<file path="src/rtl/x2_vec_drv.sv">
// Purpose: LFSR vector driver and MISR response compactor around the x2 netlist, with golden-signature pass/fail.
// Latency: each vector is held SETTLE+1 cycles; done rises num_vec*(SETTLE+1) cycles after the start edge.
// Backpressure: none; start is ignored while busy, and the response is sampled unconditionally on the sample cycle.
//
// Ports:
//   clk, rst                      clock, synchronous active-high reset
//   start, num_vec, seed, golden  run request and its parameters (captured on start)
//   vec_out, vec_valid            stimulus to x2 ([9]=a .. [0]=j) and its live flag
//   resp_in                       x2 response ([6]=k .. [0]=q)
//   busy, done, pass              run status; pass is meaningful only while done=1
//   signature, vec_cnt            current MISR value and vectors sampled so far
module x2_vec_drv #(
    parameter int          SETTLE    = 2,
    parameter logic [15:0] MISR_INIT = 16'hFFFF
) (
    input  logic        clk,
    input  logic        rst,
    input  logic        start,
    input  logic [15:0] num_vec,
    input  logic [9:0]  seed,
    input  logic [15:0] golden,
    output logic [9:0]  vec_out,
    output logic        vec_valid,
    input  logic [6:0]  resp_in,
    output logic        busy,
    output logic        done,
    output logic        pass,
    output logic [15:0] signature,
    output logic [15:0] vec_cnt
);

    localparam logic [3:0] SETTLE_LAST = 4'(SETTLE);

    typedef enum logic [1:0] {
        ST_IDLE = 2'd0,
        ST_RUN  = 2'd1,
        ST_DONE = 2'd2
    } state_t;

    state_t      state;
    state_t      state_nxt;

    logic [9:0]  vec_q;
    logic        vld_q;
    logic [3:0]  settle_cnt;
    logic [15:0] misr_q;
    logic [15:0] cnt_q;
    logic [15:0] num_q;
    logic [15:0] golden_q;

    logic        start_ok;
    logic        sample;
    logic        last;
    logic [9:0]  seed_eff;
    logic [9:0]  lfsr_nxt;
    logic [15:0] misr_nxt;

    // A start request is honoured only outside a run.
    assign start_ok = start && (state != ST_RUN);
    assign sample   = (state == ST_RUN) && (settle_cnt == SETTLE_LAST);
    // cnt_q < num_q <= 65535 while running, so the +1 cannot overflow.
    assign last     = sample && ((cnt_q + 16'd1) == num_q);

    // An all-zero seed would lock the LFSR, so it is replaced by 001.
    assign seed_eff = (seed == 10'd0) ? 10'h001 : seed;
    // Fibonacci LFSR, x^10 + x^7 + 1.
    assign lfsr_nxt = {vec_q[8:0], vec_q[9] ^ vec_q[6]};
    assign misr_nxt = ({misr_q[14:0], 1'b0} ^ (misr_q[15] ? 16'h002D : 16'h0000))
                      ^ {9'b0, resp_in};

    // State register.
    always_ff @(posedge clk) begin
        if (rst) begin
            state <= ST_IDLE;
        end else begin
            state <= state_nxt;
        end
    end

    // Next-state logic.
    always_comb begin
        state_nxt = state;
        case (state)
            ST_IDLE, ST_DONE: begin
                if (start) begin
                    state_nxt = (num_vec == 16'd0) ? ST_DONE : ST_RUN;
                end
            end
            ST_RUN: begin
                if (last) begin
                    state_nxt = ST_DONE;
                end
            end
            default: state_nxt = ST_IDLE;
        endcase
    end

    // Outputs decoded from state; pass follows the registered final signature.
    always_comb begin
        busy = 1'b0;
        done = 1'b0;
        pass = 1'b0;
        case (state)
            ST_RUN:  busy = 1'b1;
            ST_DONE: begin
                done = 1'b1;
                pass = (misr_q == golden_q);
            end
            default: ;
        endcase
    end

    // Datapath: vector generator, settle timer, MISR and counters.
    always_ff @(posedge clk) begin
        if (rst) begin
            vec_q      <= 10'd0;
            vld_q      <= 1'b0;
            settle_cnt <= 4'd0;
            misr_q     <= MISR_INIT;
            cnt_q      <= 16'd0;
            num_q      <= 16'd0;
            golden_q   <= 16'd0;
        end else if (start_ok) begin
            num_q      <= num_vec;
            golden_q   <= golden;
            misr_q     <= MISR_INIT;
            cnt_q      <= 16'd0;
            settle_cnt <= 4'd0;
            vld_q      <= (num_vec != 16'd0);
            if (num_vec != 16'd0) begin
                vec_q <= seed_eff;
            end
        end else if (state == ST_RUN) begin
            if (sample) begin
                misr_q     <= misr_nxt;
                cnt_q      <= cnt_q + 16'd1;
                settle_cnt <= 4'd0;
                if (last) begin
                    // Final vector stays on vec_out, but is no longer live.
                    vld_q <= 1'b0;
                end else begin
                    vec_q <= lfsr_nxt;
                end
            end else begin
                settle_cnt <= settle_cnt + 4'd1;
            end
        end
    end

    assign vec_out   = vec_q;
    assign vec_valid = vld_q;
    assign signature = misr_q;
    assign vec_cnt   = cnt_q;

endmodule

</file>
<file path="config.mk">
export PLATFORM = sky130hd
export DESIGN_NAME = x2_vec_drv
export DESIGN_NICKNAME = d
export VERILOG_FILES = /design/src/rtl/x2_vec_drv.sv
export SDC_FILE = /design/constraint.sdc
export NUM_CORES = 1
export LEC_CHECK = 0
export ABC_AREA = 1
export CAP_MARGIN = 15
export CELL_PAD_IN_SITES_DETAIL_PLACEMENT = 0
export CELL_PAD_IN_SITES_GLOBAL_PLACEMENT = 2
export CORE_AREA = 2 2 133 135
export CTS_CLUSTER_DIAMETER = 50
export CTS_CLUSTER_SIZE = 14
export DETAILED_ROUTE_END_ITERATION = 10
export DIE_AREA = 0 0 135 137
export HOLD_SLACK_MARGIN = 0.06
export PLACE_DENSITY_LB_ADDON = 0.1
export SYNTH_ARGS = -nofsm -noshare
export SYNTH_HDL_FRONTEND = slang
export SYNTH_SLANG_ARGS = --single-unit
</file>
<file path="constraint.sdc">
create_clock -name clk -period 3.2 [get_ports clk]
set_clock_uncertainty 0.15 [all_clocks]
set_input_delay 0.48 -clock clk [delete_from_list [all_inputs] [get_ports clk]]
set_output_delay 0.48 -clock clk [all_outputs]
set_load 0.02 [all_outputs]
</file>
-- Word level (Yosys, flattened, before mapping)
Index checks and enable logic that the tools add are counted.
- equal/unequal tests: 10
- add/subtract/negate cells: 2
- multiplexer cells: 19
- bitwise operators: 3
- reductions and logical operators: 16
- operators with widths (cell ; number):
    two-way mux 10 bit ; 6
    == test 16 bit ; 2
    adder 16 x 1 -> 16 bit, second input constant ; 1
    logical NOT 16 bit ; 1
    nonzero test 16 bit ; 1
    bitwise XOR 16 x 6 -> 16 bit ; 1
    bitwise XOR 16 x 7 -> 16 bit ; 1
    logical NOT 10 bit ; 1
    two-way mux 1 bit ; 7
    two-way mux 2 bit ; 3
    two-way mux 6 bit ; 1
    != test 2 bit, second input constant ; 3
    nonzero test 2 bit ; 3
    adder 4 x 1 -> 4 bit, second input constant ; 1
    == test 4 x 2 -> 1 bit, second input constant ; 1
    two-way mux 4 bit ; 1
    != test 2 x 1 -> 1 bit, second input constant ; 2
    one-hot mux 2 bit (2 select lines) ; 1
    AND reduction 2 bit ; 2
    AND reduction 4 bit ; 1
    OR reduction 2 bit ; 2
    logical AND 1 bit ; 3
    AND reduction 3 bit ; 1
    == test 2 x 1 -> 1 bit, second input constant ; 1
    3 further kinds ; 3
- register bits after elaboration: 81
- output and inout bits: 46
- bits of input ports: 52
- word-level logic and storage cells: 58

-- Logic depth before layout (Yosys ltp)
- depth after elaboration: 7
- depth in mapped cells: 17
- gate-level depth less buffers: 16

-- Worst setup path after synthesis
OpenSTA, ideal clock, no wires.
- kind: flip-flop to flip-flop
- start: register cnt_q[0], in the netlist vec_cnt[0]
- end: register vec_q[2], in the netlist vec_out[2]
- library setup time: 0.113 ns
- arrival: 2.037 ns
- buffers on the path: 1
- path slack: 0.900 ns
- period minus slack after synthesis: 2.300 ns
- cell stages (with the launch flop): 16
- data required time: 2.937 ns
- cell sequence: dfxtp_1 -> ha_1 -> nand3_1 -> o21ai_0 -> nand2_1 -> nand2_1 -> nand3_1 -> nor2_1 -> nand2_1 -> nor2_2 -> nand2_4 -> nand2_8 -> buf_12 -> nand2_1 -> nand2_1 -> nor2_1
- cells in the longest elaborated chain, start to end: 5
- RTL lines (what ; line ; RTL):
    start: declaration ; 47 ; logic [15:0] cnt_q;
    start signal: assignment ; 136 ; cnt_q <= cnt_q + 16'd1;
    adder 16 x 1 -> 16 bit ; 62 ; assign last = sample && ((cnt_q + 16'd1) == num_q);
    == test 16 bit ; 62 ;
    logical AND 1 bit ; 62 ;
    != test 2 bit (no line) ; n/a ;
    AND reduction 4 bit (no line) ; n/a ;
    end signal: assignment ; 142 ; vec_q <= lfsr_nxt;
    end: declaration ; 43 ; logic [9:0] vec_q;
No other way between the ends.
A chain may end at the register's enable or synchronous reset.

-- Worst setup path in the final report
- start: register state[1]
- end: output port pass
- cells in the longest elaborated chain, start to end: 2
- RTL lines (what ; line ; RTL):
    start: declaration ; 40 ; state_t state;
    start signal: assignment ; 76 ; state <= state_nxt;
    == test 2 bit ; 103 ; case (state)
    two-way mux 1 bit ; 103 ;
    end: declaration ; 27 ; output logic pass,
No other way between the ends.

==> results.json <==
{
  "cp-endpoint": "pass",
  "synth_cells": 592,
  "first_global_vias": 3850,
  "grt_antenna_before_repair": 0,
  "worst-slew-pin-transition_ps": 855.4,
  "synth_top_family_by_area": "simple AND/OR/NAND/NOR gates",
  "wl_met2_um": 5527,
  "gp_congestion": 0.7528,
  "wl_per_cell_um": 14.57,
  "ctsLongestPathBuffers": 2,
  "crit_path_start": "state[1]$_SDFFE_PP0P_",
  "syn_area_mm2": 0.004182,
  "cts_made_buffers": 9,
  "setup.worst_path.start_class": "flop",
  "status": "complete, no violations",
  "postCtsHoldBufs": 0,
  "hold_ws_ps": 302.8,
  "hpwl_um": 10110,
  "start_util_pct": 24.52,
  "fmax_ghz": 0.3446,
  "drv_cap": 0,
  "syn_area_per_cell_um2": 7.063,
  "rsz0062_at_grt": "false",
  "highest_layer": "met4",
  "power.leakage_nw": 2.269,
  "vias_per_cell": 4.417,
  "drt-total-wl_um": 13230,
  "synthAdderAreaFrac_pct": 0.8977,
  "r2r-end": "vec_cnt[10]$_SDFFE_PP0P_",
  "ant_nets": 0,
  "worstSetupPathType": "flop to primary output",
  "pin_count": 98,
  "diodes": 0,
  "die_h_um": 137,
  "crit_slowest_cell": "clkdlybuf4s50_1",
  "dr.pass1.iters": 4,
  "placed_cell_area_mm2": 0.005321,
  "crit_path_end_kind": "primary output",
  "fin_crit_sh_pct": 90.69,
  "period_needed_ps": 2902,
  "setup_tns_ps": 0,
  "cp.required_ps": 2570,
  "cts_setup_buffers": 0,
  "met3_length_um": 494,
  "cts_tree": "done",
  "r2r_setup_slack_ps": 530,
  "cts-htree-levels": 3,
  "critical_path.most_common_cell": "nor2_1",
  "layout-drive-gt1-share_pct": 8.053,
  "synth_simple_gate_area_share_pct": 31.84,
  "ys_warn_count": 0,
  "synth.distinct_cells": 37,
  "drtIter0Drc": 191,
  "powerDensity_mw_per_mm2": 481.0,
  "syn-num-nets": 647,
  "clk_pin_slew_worst_paths_ps": 70,
  "finalHoldViolations": 0,
  "vias": 4011,
  "row_count": 48,
  "grt_pass1_wl_um": 20940,
  "synthToLayoutAreaGrowth_pct": 35.76,
  "synth_top_area_share_pct": 38.78,
  "crit_arrival_ps": 2270,
  "crit_chain": "inv_1, nor2_1, o21ai_0, nor3_1, nand4_1, nor2_1, clkdlybuf4s50_1",
  "slew_viol_final": 0,
  "setup_violations": 0,
  "groute.usage.overall_pct": 14.89,
  "clock_latency_ps": 350,
  "io_buffers": 97,
  "final_nets": 733,
  "clockRootBuffer": "clkbuf_16",
  "hold_path.class": "flop to flop",
  "fillCellCount": 1856,
  "synth_seq_cells": 81,
  "core_mm2": 0.01706,
  "vdd_drop_max_mv": 0.2371,
  "ys_seq_area_share_pct": 38.78,
  "m1WireLength_um": 7022,
  "dieArea_mm2": 0.01850,
  "dieWidth_um": 135,
  "yosysTopAreaCell": "dfxtp_1",
  "postLayoutCellArea_mm2": 0.005677,
  "synth_xor_area_share_pct": 4.399,
  "maxSlewHeadroom_pct": 42.76,
  "reg2reg_depth": 10,
  "synth.area.mux_share_pct": 0.2394,
  "cpPeakStageDelay_ps": 620,
  "drc": 0,
  "cts_resized": 0,
  "synth_compound_area_share_pct": 13.88,
  "timing.rr.start": "state[0]$_SDFFE_PP0P_",
  "synth_area_leaders": "dfxtp_1 (39%), nand2_1 (9.1%), nor2_1 (8.4%)",
  "cp_max_fo": 4,
  "grt_max_degree": 58,
  "grt-ovfl-total": 0,
  "cts_num_sinks": 81
}
[kinds of logic (layout without fill, tap and decap cells)]
| group | Yosys count | in the layout |
|---|---|---|
| fa+ha+maj | 3 | 3 |
| xor+xnor | 21 | 21 |
| buf+inv | 95 | 186 |
| mux | 1 | 1 |
| flops | 81 | 81 |
| compound gates | 102 | 102 |
| simple gates | 289 | 289 |
[how the worst min path moves through the flow]
| stage | startpoint | endpoint | slack (ps) | cells after the start |
|---|---|---|---|---|
| 2_1_floorplan | settle_cnt[3]$_SDFFE_PP0P_ | settle_cnt[3]$_SDFFE_PP0P_ | 270 | 1 |
| 3_3_place_gp | settle_cnt[3]$_SDFFE_PP0P_ | settle_cnt[3]$_SDFFE_PP0P_ | 290 | 1 |
| 3_5_place_dp | settle_cnt[3]$_SDFFE_PP0P_ | settle_cnt[3]$_SDFFE_PP0P_ | 290 | 1 |
| 4_1_cts | settle_cnt[3]$_SDFFE_PP0P_ | settle_cnt[3]$_SDFFE_PP0P_ | 310 | 1 |
| 5_1_grt | settle_cnt[3]$_SDFFE_PP0P_ | settle_cnt[3]$_SDFFE_PP0P_ | 330 | 1 |
| 6_report | settle_cnt[3]$_SDFFE_PP0P_ | settle_cnt[3]$_SDFFE_PP0P_ | 300 | 1 |
[layout by cell type (no fill, tap or decap), drive strengths merged, types with 2 or more instances in the layout]
cell type | netlist | routed
clkdlybuf4s50 | 0 | 97
bufinv | 0 | 3
nor4 | 5 | 5
inv | 65 | 65
nand3 | 39 | 39
o31ai | 2 | 2
ha | 3 | 3
dfxtp | 81 | 81
buf | 13 | 8
a211oi | 3 | 3
o21ai | 54 | 54
a21oi | 17 | 17
nand3b | 7 | 7
nor2 | 113 | 113
clkbuf | 17 | 12
nand4 | 13 | 13
xor2 | 13 | 13
xnor2 | 8 | 8
o22ai | 10 | 10
a22oi | 11 | 11
a221oi | 3 | 3
nand2 | 109 | 109
[layout make-up]
cell class / count / area (um^2) / share of cell area, %
Multi-Input combinational cell: 416 / 2143 / 37.76
Sequential cell: 81 / 1622 / 28.57
Timing Repair Buffer: 105 / 1031 / 18.16
Tap cell: 225 / 281.5 / 4.959
Clock buffer: 12 / 256.5 / 4.518
Inverter: 65 / 244.0 / 4.298
Clock inverter: 4 / 98.84 / 1.741
[critical path, delay by kind of cell (launching register included)]
family / cells / cell delay (ps)
simple gates: 4 / 690
compound gates: 1 / 140
buf+inv: 2 / 680
flops: 1 / 420
[synthesized netlist by cell type]
cell and number:
clkbuf_1 17, a221oi_1 3, nor2_2 14, xnor2_1 8, dfxtp_1 81, or2_2 1, buf_6 1, a22oi_1 11
o21a_1 1, buf_4 9, nand2_4 1, a21oi_1 17, nand2_1 101, o22ai_1 10, a22o_1 1, nor2_4 5
o31ai_1 2, nor3_1 1, buf_12 1, and2_0 1, nand3b_2 1, inv_2 2, nand2_2 6, o21ai_0 54
xor2_1 13, nor2_1 94, nand3b_1 6, buf_2 2, a211oi_1 3, nor4_1 5, nand3_1 38, nand4_1 13
nand2_8 1, ha_1 3, mux2i_1 1, inv_1 63, nand3_2 1
[stage by stage]
step / utilization (%) / worst slack [ps] / cells / total power [mW]
2_1_floorplan: - / 899.8 / 592 / 1.341
3_3_place_gp: 31.20 / 376.5 / 892 / 1.513
3_5_place_dp: 31.20 / 320.6 / 892 / 1.515
4_1_cts: 33.28 / 283.6 / 908 / 2.776
5_1_grt: 33.28 / 126.4 / 908 / 2.863
6_report: 33.28 / 297.8 / 908 / 2.730
[state kept, by name, summed over array words and instances, names as in the netlist]
signal and count:
golden_q 16, num_q 16, signature 16, vec_cnt 16, vec_out 10, settle_cnt 4
state 2, vec_valid 1
[metal layers]
layer,GRT usage [%],vias up
li1,-,2095
met1,21.64,1831
met2,21.97,73
met3,3.148,12
met4,4.514,0
met5,0,-
[power breakdown]
part           switching [mW]  internal, mW  leakage, nW
logic                   0.201         0.172         1.43
clock network           0.438         0.807        0.173
registers              0.0493          1.06        0.664
total                   0.687          2.04         2.27
Note: power is estimated with default switching activity, not from simulation.
